**config.mk**
```make
export PLATFORM = sky130hd
export DESIGN_NAME = pipelined_prefix_adder
export DESIGN_NICKNAME = d
export VERILOG_FILES = /design/src/rtl/pipelined_prefix_adder.sv
export SDC_FILE = /design/constraint.sdc
export NUM_CORES = 1
export LEC_CHECK = 0
export ABC_AREA = 1
export BUFFER_PORTS_ARGS = -buffer_cell sky130_fd_sc_hd__buf_2
export CAP_MARGIN = 30
export CORE_MARGIN = 2
export CORE_UTILIZATION = 35
export DETAILED_ROUTE_END_ITERATION = 7
export PLACE_DENSITY = 0.59
export SYNTH_ARGS = -nofsm -noshare
export SYNTH_HDL_FRONTEND = slang
export SYNTH_SLANG_ARGS = --single-unit
```
**constraint.sdc**
```tcl
create_clock -name clk -period 3.16 [get_ports clk]
set_input_delay 0.158 -clock clk [delete_from_list [all_inputs] [get_ports clk]]
set_output_delay 0.158 -clock clk [all_outputs]
set_load 0.02 [all_outputs]
```
**src/rtl/pipelined_prefix_adder.sv**
```systemverilog
// Three-stage registered Kogge-Stone adder with valid/ready handshake.
// S1: generate/propagate, S2: first half of prefix levels, S3: remaining levels plus sum.
module pipelined_prefix_adder #(
    parameter int WIDTH = 16
) (
    input  logic             clk,
    input  logic             rst,
    input  logic             in_valid,
    output logic             in_ready,
    input  logic [WIDTH-1:0] a,
    input  logic [WIDTH-1:0] b,
    input  logic             cin,
    output logic             out_valid,
    input  logic             out_ready,
    output logic [WIDTH-1:0] sum,
    output logic             cout,
    output logic             ovf
);

    localparam int L  = $clog2(WIDTH);
    localparam int L1 = (L + 1) / 2;

    logic             adv;
    logic             s1_valid_reg, s2_valid_reg, s3_valid_reg;
    logic [WIDTH-1:0] s1_g_reg, s1_p_reg, s1_praw_reg;
    logic [WIDTH-1:0] s2_g_reg, s2_p_reg, s2_praw_reg;
    logic             s1_cin_reg, s2_cin_reg;
    logic [WIDTH-1:0] sum_reg;
    logic             cout_reg, ovf_reg;

    logic [WIDTH-1:0] g_pre, p_pre;
    logic [WIDTH-1:0] carry;
    logic [WIDTH-1:0] sum_next;
    logic             unused_p;

    // Whole pipeline moves as one; a stalled output freezes every stage.
    assign adv      = ~s3_valid_reg | out_ready;
    assign in_ready = adv;

    // cin is folded into bit 0 so column 0 already holds its final carry.
    assign g_pre = {a[WIDTH-1:1] & b[WIDTH-1:1], (a[0] & b[0]) | ((a[0] ^ b[0]) & cin)};
    assign p_pre = {a[WIDTH-1:1] ^ b[WIDTH-1:1], 1'b0};

    genvar gi, gj;
    generate
        for (gi = 0; gi <= L; gi++) begin : lvl
            logic [WIDTH-1:0] g_o, p_o;
            if (gi == 0) begin : src
                assign g_o = s1_g_reg;
                assign p_o = s1_p_reg;
            end else begin : node
                localparam int D = 2 ** (gi - 1);
                logic [WIDTH-1:0] lg, lp;
                if (gi == L1 + 1) begin : from_reg
                    assign lg = s2_g_reg;
                    assign lp = s2_p_reg;
                end else begin : from_comb
                    assign lg = lvl[gi-1].g_o;
                    assign lp = lvl[gi-1].p_o;
                end
                for (gj = 0; gj < WIDTH; gj++) begin : col
                    if (gj >= D) begin : big_circle
                        assign g_o[gj] = lg[gj] | (lp[gj] & lg[gj-D]);
                        assign p_o[gj] = lp[gj] & lp[gj-D];
                    end else begin : small_circle
                        assign g_o[gj] = lg[gj];
                        assign p_o[gj] = lp[gj];
                    end
                end
            end
        end
    endgenerate

    // After the last level every group reaches column 0, so G is the carry out of each bit.
    assign carry    = lvl[L].g_o;
    assign sum_next = s2_praw_reg ^ {carry[WIDTH-2:0], s2_cin_reg};
    assign unused_p = ^lvl[L].p_o;

    always_ff @(posedge clk) begin
        if (rst) begin
            s1_valid_reg <= 1'b0;
            s2_valid_reg <= 1'b0;
            s3_valid_reg <= 1'b0;
        end else if (adv) begin
            s1_valid_reg <= in_valid;
            s2_valid_reg <= s1_valid_reg;
            s3_valid_reg <= s2_valid_reg;
        end
    end

    // Data follows valid without reset; output gating hides stale contents.
    always_ff @(posedge clk) begin
        if (adv) begin
            s1_g_reg    <= g_pre;
            s1_p_reg    <= p_pre;
            s1_praw_reg <= a ^ b;
            s1_cin_reg  <= cin;
            s2_g_reg    <= lvl[L1].g_o;
            s2_p_reg    <= lvl[L1].p_o;
            s2_praw_reg <= s1_praw_reg;
            s2_cin_reg  <= s1_cin_reg;
            sum_reg     <= sum_next;
            cout_reg    <= carry[WIDTH-1];
            ovf_reg     <= carry[WIDTH-2] ^ carry[WIDTH-1];
        end
    end

    assign out_valid = s3_valid_reg;
    assign sum       = s3_valid_reg ? sum_reg : '0;
    assign cout      = s3_valid_reg & cout_reg;
    assign ovf       = s3_valid_reg & ovf_reg;

endmodule

```
# == Yosys cells after proc, flatten, opt, wreduce, memory -nomap -nowiden ==
# Cells that the tools add are included.
# word_totals
elab_cells,160
register_bits,114
# classes
n_mux,1
bitwise_logic,145
# ops
op,count
1-bit bitwise AND,87
1-bit bitwise OR,51
16-bit XOR,2
16-bit two-way mux,1
15-bit bitwise AND,1
15-bit XOR,1
1-bit XOR,2
1-bit inverter,1

# == Longest topological paths before layout ==
# depth
depth_word,5
mapped_depth,6
mapped_depth_nobuf,6

# == Least setup slack after synthesis ==
# No wires, ideal clock.
# synth_timing
kind,register to register
startpoint,"register s3_valid_reg, in the netlist out_valid"
endpoint,"register cout_reg, enable pin"
period_less_slack_ps,2158
stages_incl_launch_ff,5
required_time_ps,2749
arrival_time_ps,1747
setup_ps,411
setup_slack_ps,1002
n_path_buf,1
path_cell_list,dfxtp_1 > buf_6 > inv_4 > nor2_8 > inv_2
# synth_between
elab_chain_cells,2
# synth_rtl
item,line,rtl
start: declaration,24,"logic s1_valid_reg, s2_valid_reg, s3_valid_reg;"
start signal: assignment,87,s3_valid_reg <= s2_valid_reg;
1-bit inverter,37,assign adv = ~s3_valid_reg | out_ready;
1-bit bitwise OR,37,
named net in_ready,9,"output logic in_ready,"
end signal: assignment,103,cout_reg <= carry[WIDTH-1];
end: declaration,29,"logic cout_reg, ovf_reg;"
# The timed path passes the listed nets, and every way through them passes these cells.
# A chain may end at the register's enable or synchronous reset.

# == Final worst setup path ==
# layout_timing
startpoint,"register s3_valid_reg, in the netlist out_valid"
endpoint,output port in_ready
# layout_between
elab_chain_cells,2
# layout_rtl
item,line
1-bit inverter,37
1-bit bitwise OR,37
end: declaration,9
# Every way passes these cells.

==> results.ini <==
[clock_network]
cts_max_level = 3
clk_latency_ns = 0.34
clk_pin_slew_ns = 0.06
ctsLongestPathBuffers = 2
tritoncts = yes
post_cts_resized = 0
numCtsBuffers = 9
root_buffer = clkbuf_16
cts_sinks = 99
cts_setup_buffers = 0

[routing]
vias = 2315
wl_per_cell_um = 11.96
viasPerCell = 4.327
final_antenna_net_count = 0
drc = 0
wl_um = 6400
dr.pass1.iters = 4
drt_iter0_markers = 81

[global_routing]
antenna_found_initial = 0
track_usage_pct = 10.84
grt_remaining_overflow = 0
grt_max_degree = 45
grt_first_pass_wirelength_um = 10620
grt_pass1_vias = 2288

[logic_synthesis]
synth_edf_count = 96
yosysTopAreaCellShare_pct = 71.22
synth_area_leader_cell = edfxtp_1
synth_area_sq_mm = 0.004048
syn-mean-instance-area_sq_um = 12.77
seq_area_frac_synth_pct = 72.70
yosysWarnings = 0
synth_top_cells_by_area = edfxtp_1, nand2_1, ha_1
ys_seq_elements = 99
synth_flop_cell = edfxtp_1
synth_nets = 370
synthArstFlopShare_pct = 0
synth.distinct_cells = 20
syn-instance-count = 317

[flow_run]
max-cap-violations = 0

[critical_path]
end_kind = output pin
crit_arrival_ns = 1.73
crit_path_max_fanout = 34
crit_start = out_valid$_SDFFE_PP0P_
worstPathCellList = inv_4, nor2_8, clkinv_2, buf_2
required_ns = 3.00
r2r_cells = 4
max_stage_delay_ns = 0.48
cp_slowest_cell = clkinv_2
reg2reg_from = out_valid$_SDFFE_PP0P_
critPathKind = flop to output pin
crit_path_start_kind = flop

[placement]
place_congestion = 0.7438
post_dp_cell_area_sq_mm = 0.004527
dpl_worst_slack_ns = 1.390
dp_hpwl_um = 4483
port_buffers = 56

[timing]
worst-slew-pin-transition_ns = 0.5989
setup_tns_ns = 0
fmax_mhz = 530.9
period_share_pct = 59.61
hold_viol = 0
period_needed_ns = 1.884
setup_ws_ns = 1.276
drv_slew = 0
grt_setup_unrepaired = false
fin_worst_skew_ns = 0.007730
slew_headroom_pct = 60.03
setup_violations = 0

[layout]
mostFrequentLayoutCell = edfxtp_1
nFillCells = 1046
stdcell_area_sq_mm = 0.004887
area_growth_pct = 20.74
layout_common_cells = edfxtp_1, nand2_1, buf_2, inv_1, a21oi_1
nets = 440
drive_gt1_share_pct = 19.90
diodes = 0

[pwr]
power.density_mw_per_mm2 = 652.4
leakage_nw = 2.314
vdd_ir_drop_max_uv = 253.5

[floorplan]
die_w_um = 111.5
row_count = 39
initial_utilization_pct = 35.60
die_h_um = 111.5
core_sq_mm = 0.01137
io_pins = 57
die-area_sq_mm = 0.01244

[run_status]
outcome = completed

[worst_hold_path]
min_from = in_valid
min_path_type = primary input to flop
worstHoldPathCells = 3

-- per-layer routing --
metal	global-route usage (%)	share of wire [%]
met2	16.02	44
met5	0	0
met4	6.749	1.7
met1	14.59	49
met3	2.395	4.6
-- worst paths after layout --
check | end | slack [ns]
setup / recovery | in_ready | 1.28
hold / removal | s1_valid_reg$_SDFFE_PP0P_ | 0.07
setup reg to reg | s1_praw_reg[11]$_DFFE_PP_ | 1.42
hold reg to reg | s2_praw_reg[0]$_DFFE_PP_ | 0.43
-- power breakdown --
part | internal, mW | total [mW] | switching, mW | leakage (nW)
Sequential | 1.64 | 1.72 | 0.0794 | 1.07
Clock | 0.772 | 1.23 | 0.460 | 0.163
Combinational | 0.0961 | 0.238 | 0.142 | 1.08
Total | 2.51 | 3.19 | 0.681 | 2.31
-- what timing repair did --
action | CTS | global route
hold buffers | 2 | 0
setup endpoints to repair | 0 | 0
endpoints found under the hold margin | 4 | 0
-- critical path: cells and delay by family (launching register included) --
family / cells / cell delay [ns]
flip-flops: 1 / 0.38
buffers and inverters: 3 / 0.90
AND/OR/NAND/NOR: 1 / 0.10
-- logic make-up after synthesis --
family,after synthesis,share of synthesized area (%)
buffers and inverters,48,4.729
AND/OR/NAND/NOR,112,11.16
adder cells (fa/ha/maj),16,4.946
flip-flops,99,72.70
XOR/XNOR,9,1.948
AO/OA/AOI/OAI,33,4.513
-- synthesized netlist by cell type, types with 3 or more instances --
| master | instances |
|---|---|
| o21bai_1 | 3 |
| a21o_1 | 3 |
| ha_1 | 16 |
| a21oi_1 | 18 |
| o21ai_0 | 8 |
| nand3_1 | 9 |
| dfxtp_1 | 3 |
| nand2_1 | 87 |
| xor2_1 | 9 |
| inv_1 | 44 |
| nor2_1 | 13 |
| edfxtp_1 | 96 |
-- through the flow --
step                hold slack [ns]  utilization (%)  total power, mW  instances
global placement             0.3516            39.82            1.980        517
global route                0.07984            42.98            3.335        535
CTS                         0.05582            42.98            3.225        535
floorplan                    0.2271                -            1.882        317
finish                      0.06908            42.98            3.188        535
detailed placement           0.3521            39.82            1.988        517
-- cell type report --
class,count,area [sq um],area share (%)
clock buffers,9,225.2,4.608
clock inverters,7,115.1,2.355
inverters,46,176.4,3.610
multi-input cells,170,913.4,18.69
flip-flops and latches,99,2943,60.21
well taps,143,178.9,3.661
repair buffers,61,335.3,6.861
(Power assumes the default switching activity.)
